**src/rtl/serv_dbus_ctrl_if.sv**
```systemverilog
// Wishbone data-bus bundle between serv_dbus_ctrl (master) and the memory side (slave).
// The err signal exists only when SERV_DBUS_ERR_EN is defined.
interface serv_dbus_ctrl_if;
  logic [31:0] adr;
  logic [31:0] dat;
  logic [3:0]  sel;
  logic        we;
  logic        cyc;
  logic [31:0] rdt;
  logic        ack;
`ifdef SERV_DBUS_ERR_EN
  logic        err;

  modport master (output adr, dat, sel, we, cyc, input rdt, ack, err);
  modport slave  (input adr, dat, sel, we, cyc, output rdt, ack, err);
`else
  modport master (output adr, dat, sel, we, cyc, input rdt, ack);
  modport slave  (input adr, dat, sel, we, cyc, output rdt, ack);
`endif
endinterface

```
**src/rtl/serv_dbus_ctrl.sv**
```systemverilog
// SERV data-bus sequencer: gathers serial store data, runs one Wishbone cycle, and
// shifts aligned/extended load data back out. Define SERV_DBUS_ERR_EN for bus-error support.
module serv_dbus_ctrl #(
  parameter int W = 1
) (
  input  logic         i_clk,
  input  logic         i_rst_n,
  input  logic         i_req,
  input  logic         i_we,
  input  logic [2:0]   i_funct3,
  input  logic [31:0]  i_adr,
  input  logic [1:0]   i_lsb,
  input  logic         i_en,
  input  logic         i_cnt_done,
  input  logic [W-1:0] i_rs2,
  output logic [W-1:0] o_rdt,
  output logic         o_busy,
  output logic         o_ack,
  output logic         o_misalign,
`ifdef SERV_DBUS_ERR_EN
  output logic         o_err,
`endif
  serv_dbus_ctrl_if.master wb
);

  localparam logic [1:0] IDLE  = 2'd0;
  localparam logic [1:0] FILL  = 2'd1;
  localparam logic [1:0] BUS   = 2'd2;
  localparam logic [1:0] DRAIN = 2'd3;

  logic [1:0]  state;
  logic [4:0]  cnt;
  logic [1:0]  lsb_q;
  logic [1:0]  size_q;
  logic        uns_q;
  logic        we_q;
  logic [31:0] wb_adr_q;
  logic [31:0] wb_dat_q;
  logic [3:0]  wb_sel_q;
  logic        wb_we_q;
  logic        wb_cyc_q;
  logic        ack_q;
  logic [31:0] sreg;
  logic        sign_q;
  logic [31:0] fill_nxt;
  logic [31:0] rdt_aligned;
  logic        bus_err;
  logic        bus_ok;
  logic        bus_end;
  logic [5:0]  pos;
  logic        beyond;

  function automatic logic [3:0] lane_sel(input logic [1:0] size, input logic [1:0] lsb);
    case (size)
      2'b00:   lane_sel = 4'b0001 << lsb;
      2'b01:   lane_sel = lsb[1] ? 4'b1100 : 4'b0011;
      default: lane_sel = 4'b1111;
    endcase
  endfunction

  function automatic logic [31:0] lane_data(input logic [1:0] size, input logic [31:0] d);
    case (size)
      2'b00:   lane_data = {4{d[7:0]}};
      2'b01:   lane_data = {2{d[15:0]}};
      default: lane_data = d;
    endcase
  endfunction

  function automatic logic ext_bit(input logic [1:0] size, input logic uns, input logic [31:0] d);
    if (uns)
      ext_bit = 1'b0;
    else if (size == 2'b00)
      ext_bit = d[7];
    else if (size == 2'b01)
      ext_bit = d[15];
    else
      ext_bit = 1'b0;
  endfunction

  assign o_misalign = i_req & (((i_funct3[1:0] == 2'b01) & i_lsb[0]) |
                               (i_funct3[1] & (|i_lsb)));
  assign o_busy     = (state != IDLE);
  assign o_ack      = ack_q;

  assign wb.adr = wb_adr_q;
  assign wb.dat = wb_dat_q;
  assign wb.sel = wb_sel_q;
  assign wb.we  = wb_we_q;
  assign wb.cyc = wb_cyc_q;

`ifdef SERV_DBUS_ERR_EN
  assign bus_err = wb.err;
`else
  assign bus_err = 1'b0;
`endif
  // An error beats a simultaneous ack
  assign bus_ok  = wb.ack & ~bus_err;
  assign bus_end = wb.ack | bus_err;

  assign fill_nxt    = {i_rs2, sreg[31:W]};
  assign rdt_aligned = wb.rdt >> {lsb_q, 3'b000};

  // Serial load output: bits past the loaded size carry the latched extension bit
  always_comb begin
    o_rdt  = '0;
    pos    = '0;
    beyond = 1'b0;
    if (state == DRAIN && i_en) begin
      for (int i = 0; i < W; i++) begin
        pos    = {1'b0, cnt} + 6'(i);
        beyond = (size_q == 2'b00) ? (|pos[5:3]) :
                 (size_q == 2'b01) ? (|pos[5:4]) : 1'b0;
        o_rdt[i] = beyond ? sign_q : sreg[i];
      end
    end
  end

  // Control path and registered bus outputs
  always_ff @(posedge i_clk or negedge i_rst_n) begin
    if (!i_rst_n) begin
      state    <= IDLE;
      cnt      <= '0;
      lsb_q    <= '0;
      size_q   <= '0;
      uns_q    <= 1'b0;
      we_q     <= 1'b0;
      wb_adr_q <= '0;
      wb_dat_q <= '0;
      wb_sel_q <= '0;
      wb_we_q  <= 1'b0;
      wb_cyc_q <= 1'b0;
      ack_q    <= 1'b0;
`ifdef SERV_DBUS_ERR_EN
      o_err    <= 1'b0;
`endif
    end else begin
      ack_q <= 1'b0;
`ifdef SERV_DBUS_ERR_EN
      o_err <= 1'b0;
`endif
      case (state)
        IDLE: begin
          if (i_req && !o_misalign) begin
            lsb_q    <= i_lsb;
            size_q   <= i_funct3[1:0];
            uns_q    <= i_funct3[2];
            we_q     <= i_we;
            cnt      <= '0;
            wb_adr_q <= i_adr;
            wb_sel_q <= lane_sel(i_funct3[1:0], i_lsb);
            wb_we_q  <= i_we;
            if (i_we) begin
              state <= FILL;
            end else begin
              state    <= BUS;
              wb_cyc_q <= 1'b1;
            end
          end
        end
        FILL: begin
          if (i_en && i_cnt_done) begin
            wb_dat_q <= lane_data(size_q, fill_nxt);
            wb_cyc_q <= 1'b1;
            state    <= BUS;
          end
        end
        BUS: begin
          if (bus_end) begin
            wb_cyc_q <= 1'b0;
            cnt      <= '0;
            if (bus_ok) begin
              ack_q <= 1'b1;
              state <= we_q ? IDLE : DRAIN;
            end else begin
`ifdef SERV_DBUS_ERR_EN
              o_err <= 1'b1;
`endif
              state <= IDLE;
            end
          end
        end
        default: begin
          if (i_en) begin
            cnt <= cnt + 5'(W);
            if (i_cnt_done)
              state <= IDLE;
          end
        end
      endcase
    end
  end

  // Data path: shift register and extension bit carry no reset
  always_ff @(posedge i_clk) begin
    case (state)
      FILL: begin
        if (i_en)
          sreg <= fill_nxt;
      end
      BUS: begin
        if (bus_ok && !we_q) begin
          sreg   <= rdt_aligned;
          sign_q <= ext_bit(size_q, uns_q, rdt_aligned);
        end
      end
      DRAIN: begin
        if (i_en)
          sreg <= sreg >> W;
      end
      default: ;
    endcase
  end

endmodule

```
**src/flat_wrapper.sv**
```systemverilog
// flat-port wrapper written by rule: the top's interface ports become plain ports
module serv_dbus_ctrl_flat 
#(
  parameter int W = 1
)
  (i_clk, i_rst_n, i_req, i_we, i_funct3, i_adr, i_lsb, i_en, i_cnt_done, i_rs2, o_rdt, o_busy, o_ack, o_misalign, wb_adr, wb_dat, wb_sel, wb_we, wb_cyc, wb_rdt, wb_ack);
  serv_dbus_ctrl_if wb_i ();
  input  logic i_clk;
  input  logic i_rst_n;
  input  logic i_req;
  input  logic i_we;
  input  logic [2:0] i_funct3;
  input  logic [31:0] i_adr;
  input  logic [1:0] i_lsb;
  input  logic i_en;
  input  logic i_cnt_done;
  input  logic [W-1:0] i_rs2;
  output logic [W-1:0] o_rdt;
  output logic o_busy;
  output logic o_ack;
  output logic o_misalign;
  output wire logic [$bits(wb_i.adr)-1:0] wb_adr;
  output wire logic [$bits(wb_i.dat)-1:0] wb_dat;
  output wire logic [$bits(wb_i.sel)-1:0] wb_sel;
  output wire logic [$bits(wb_i.we)-1:0] wb_we;
  output wire logic [$bits(wb_i.cyc)-1:0] wb_cyc;
  input wire logic [$bits(wb_i.rdt)-1:0] wb_rdt;
  input wire logic [$bits(wb_i.ack)-1:0] wb_ack;
  assign wb_adr = wb_i.adr;
  assign wb_dat = wb_i.dat;
  assign wb_sel = wb_i.sel;
  assign wb_we = wb_i.we;
  assign wb_cyc = wb_i.cyc;
  assign wb_i.rdt = wb_rdt;
  assign wb_i.ack = wb_ack;
  serv_dbus_ctrl #(.W(W)) u_core (.i_clk(i_clk), .i_rst_n(i_rst_n), .i_req(i_req), .i_we(i_we), .i_funct3(i_funct3), .i_adr(i_adr), .i_lsb(i_lsb), .i_en(i_en), .i_cnt_done(i_cnt_done), .i_rs2(i_rs2), .o_rdt(o_rdt), .o_busy(o_busy), .o_ack(o_ack), .o_misalign(o_misalign), .wb(wb_i));
endmodule
```
**config.mk**
```make
export PLATFORM = sky130hd
export DESIGN_NAME = serv_dbus_ctrl_flat
export DESIGN_NICKNAME = d
export VERILOG_FILES = /design/src/rtl/serv_dbus_ctrl_if.sv /design/src/rtl/serv_dbus_ctrl.sv /design/src/flat_wrapper.sv
export SDC_FILE = /design/constraint.sdc
export NUM_CORES = 1
export LEC_CHECK = 0
export ABC_AREA = 1
export CORE_MARGIN = 10
export CORE_UTILIZATION = 50
export CTS_CLUSTER_SIZE = 14
export DETAILED_ROUTE_END_ITERATION = 12
export GPL_TIMING_DRIVEN = 1
export PLACE_DENSITY_LB_ADDON = 0.1
export SLEW_MARGIN = 20
export SYNTH_ARGS = -nofsm -noshare
export SYNTH_HDL_FRONTEND = slang
export SYNTH_SLANG_ARGS = --single-unit
```
**constraint.sdc**
```tcl
create_clock -name i_clk -period 11 [get_ports i_clk]
set_input_delay 2.2 -clock i_clk [delete_from_list [all_inputs] [get_ports i_clk]]
set_output_delay 2.2 -clock i_clk [all_outputs]
set_load 0.01 [all_outputs]
```
==> results.cfg <==
[yosys]
yosysSeqAreaShare_pct = 56.1
dominantRegCellSynth = dfrtp_1
ys_seq_elements = 116
syn-num-nets = 719
synth_top_cell_area_share_pct = 38.0
syn_inst = 636
synth_area_um2 = 5470
yosys-top-cells-area = dfrtp_1, edfxtp_1, nand2_1, o21ai_0, nor2_1
synth_edf_count = 33
avgSynthCellArea_um2 = 8.60
synthDistinctLibCells = 32
synth_top_area_cell = dfrtp_1
async_reset_ff_share_pct = 71.6
yosysWarnings = 0
yosysMostFrequentCell = nand2_1
synth_common_cells = nand2_1, dfrtp_1, o21ai_0

[clocking]
h-tree-depth = 4
cts_resized = 0
cts_sinks = 116
ctsHoldBuffers = 0
cts_root_buf = clkbuf_8
post_cts_buffers = 0
cts_tree = done
cts_buffers = 17
insertion_delay_ns = 0.51
clock_path_buffers = 2
clkTransAtPathRegs_ns = 0.06

[global_routing]
grt_max_degree = 84
grt_pass1_vias = 5007
grt_use_total_pct = 20.2
grt_pass1_wl_um = 25800
antenna_found_initial = 0
globalRouteOverflowTotal = 0

[worst_hold_path]
hold_class = register to register
min_path_cells = 2
hp-start = u_core.wb.adr[27]$_DFFE_PN0P_
hold_end = u_core.wb.adr[27]$_DFFE_PN0P_

[layout]
drive_above_1_share_pct = 7.22
fillCellCount = 835
instances_no_fill = 930
seq_area_um2 = 3070
multi_input_area_um2 = 2140
diodes = 0
fin_nets = 860
area_delta_synth_final_pct = 40.3
fin_util_pct = 71.1

[routing]
wl_per_cell_um = 16.9
drt-vias-per-instance = 5.27
firstDrtPassIters = 5
drc_errors = 0
vias = 4904
ant_nets = 0
totalWireLength_um = 15700
drtIter0Drc = 406

[sta]
timing.fmax_ghz = 0.169
tightest_slew_ns = 0.965
holdWs_ns = 0.466
max_slew_margin_pct = 35.6
period_share_pct = 53.7
setup-tns-final_ns = 0
skew_ns = 0.00863
hold_violations = 0
finalSetupViolCount = 0
rsz0062_at_grt = false
drv_slew = 0
period_minus_slack_ns = 5.91

[worst_setup_path]
worst-setup-path-type = input pin to primary output
path_max_fanout = 7
required_ns = 8.80
r2r-start = u_core.state[1]$_DFFE_PN0P_
reg2reg_to = u_core.wb.dat[15]$_DFFE_PN0P_
cp-end-kind = primary output
rr_worst_depth = 6
r2r_slack_ns = 8.57
start_kind = input pin
arrival_ns = 3.71

[die]
die_h_um = 125
coreArea_um2 = 10800
initial_core_util_pct = 50.6
die_area_um2 = 15500
fp-row-count = 38
pin_count = 151
die_x_um = 125

[status]
status = finished, final reports clean

[placed_design]
placedCellCount = 898
gp_congestion = 0.889
port_buffers = 150
hpwl_um = 11400

[flow_run]
max_cap_violations = 0

[pwr]
internal_power_mw = 1.51
p_seq_share_pct = 35.1
power_frac_comb_pct = 40.3
swShare_pct = 36.7
leakagePower_nw = 3.49
ir_drop_mv = 0.179
powerDensity_nw_per_um2 = 311
clkPwrFrac_pct = 24.6
switchingPower_mw = 0.875
[placed cells by master (no fill, tap or decap), types with 5 or more instances in the layout]
cell type and n:
or2_2 5, ha_1 6, clkdlybuf4s50_1 149, nor2_1 33, nand3_1 20, o21ai_0 82, inv_1 29, dfrtp_1 83
inv_2 7, o221ai_1 14, a21oi_1 22, edfxtp_1 33, clkbuf_16 17, nand2_1 245
[worst max path at each step]
| stage | startpoint | endpoint | slack, ns | cells after the start |
|---|---|---|---|---|
| after global routing | i_lsb[1] | o_misalign | 4.97 | 6 |
| after detailed placement | i_funct3[1] | o_misalign | 5.08 | 6 |
| after global placement | i_lsb[1] | o_misalign | 5.16 | 6 |
| after CTS | i_funct3[1] | o_misalign | 5.08 | 6 |
| after floorplan | wb_ack | u_core.sreg[0]$_DFFE_PP_ | 5.81 | 2 |
| final | i_lsb[1] | o_misalign | 5.09 | 6 |
[area by class of cell]
cell class / instances / area share [%]
clock buffers: 20 / 6.08
clock inverters: 12 / 2.25
inverters: 36 / 1.76
multi-input cells: 454 / 27.8
flip-flops and latches: 116 / 40.0
well taps: 140 / 2.28
repair buffers: 152 / 19.8
[per-layer routing]
| metal | vias to the layer above | share of wire (%) | wire, um | GRT usage, % |
|---|---|---|---|---|
| met2 | 252 | 46 | 7280 | 31.2 |
| met4 | 0 | 1.9 | 298 | 7.81 |
| met3 | 26 | 13 | 2040 | 10.1 |
| li1 | 2381 | - | - | - |
| met1 | 2245 | 39 | 6110 | 23.5 |
| met5 | - | 0 | 0 | 0 |
[stage by stage]
stage | instance area [um2] | worst slack, ns | total power, mW
4_1_cts | 7670 | 5.08 | 2.40
3_3_place_gp | 7030 | 5.16 | 1.77
2_1_floorplan | 5470 | 5.81 | 1.34
3_5_place_dp | 7030 | 5.08 | 1.80
5_1_grt | 7670 | 4.97 | 2.55
6_report | 7670 | 5.09 | 2.39
[power groups by stage]
| stage | combinational, mW | sequential, mW | clock (mW) |
|---|---|---|---|
| 2_1_floorplan | 0.482 | 0.859 | 0 |
| 3_3_place_gp | 0.939 | 0.829 | 0 |
| 3_5_place_dp | 0.958 | 0.837 | 0 |
| 4_1_cts | 0.968 | 0.836 | 0.593 |
| 5_1_grt | 1.07 | 0.864 | 0.613 |
| 6_report | 0.961 | 0.838 | 0.588 |
[flip-flops by register name, indices dropped and copies added (netlist names)]
name and count:
u_core.sign_q 1, u_core.wb.cyc 1, u_core.size_q 2, u_core.we_q 1, u_core.cnt 5, u_core.wb.sel 4, u_core.o_ack 1, u_core.state 2
u_core.sreg 32, u_core.lsb_q 2, u_core.uns_q 1, u_core.wb.dat 32, u_core.wb.adr 32
[cell families (layout without fill, tap and decap cells)]
family	after synthesis	count (layout)	share of synthesized area (%)
flops	116	116	56.1
xor+xnor	3	3	0.481
simple gates	316	316	23.7
fa+ha+maj	6	6	1.37
buf+inv	66	220	5.13
compound gates	129	129	13.2
[worst max-delay path, stage by stage]
cell             delay, ns
clkdlybuf4s50_1       0.61
nand2_1               0.09
nand2_1               0.08
nand2_2               0.09
nor2_1                0.10
clkdlybuf4s50_1       0.54
Power figures use the tool's default switching activity.
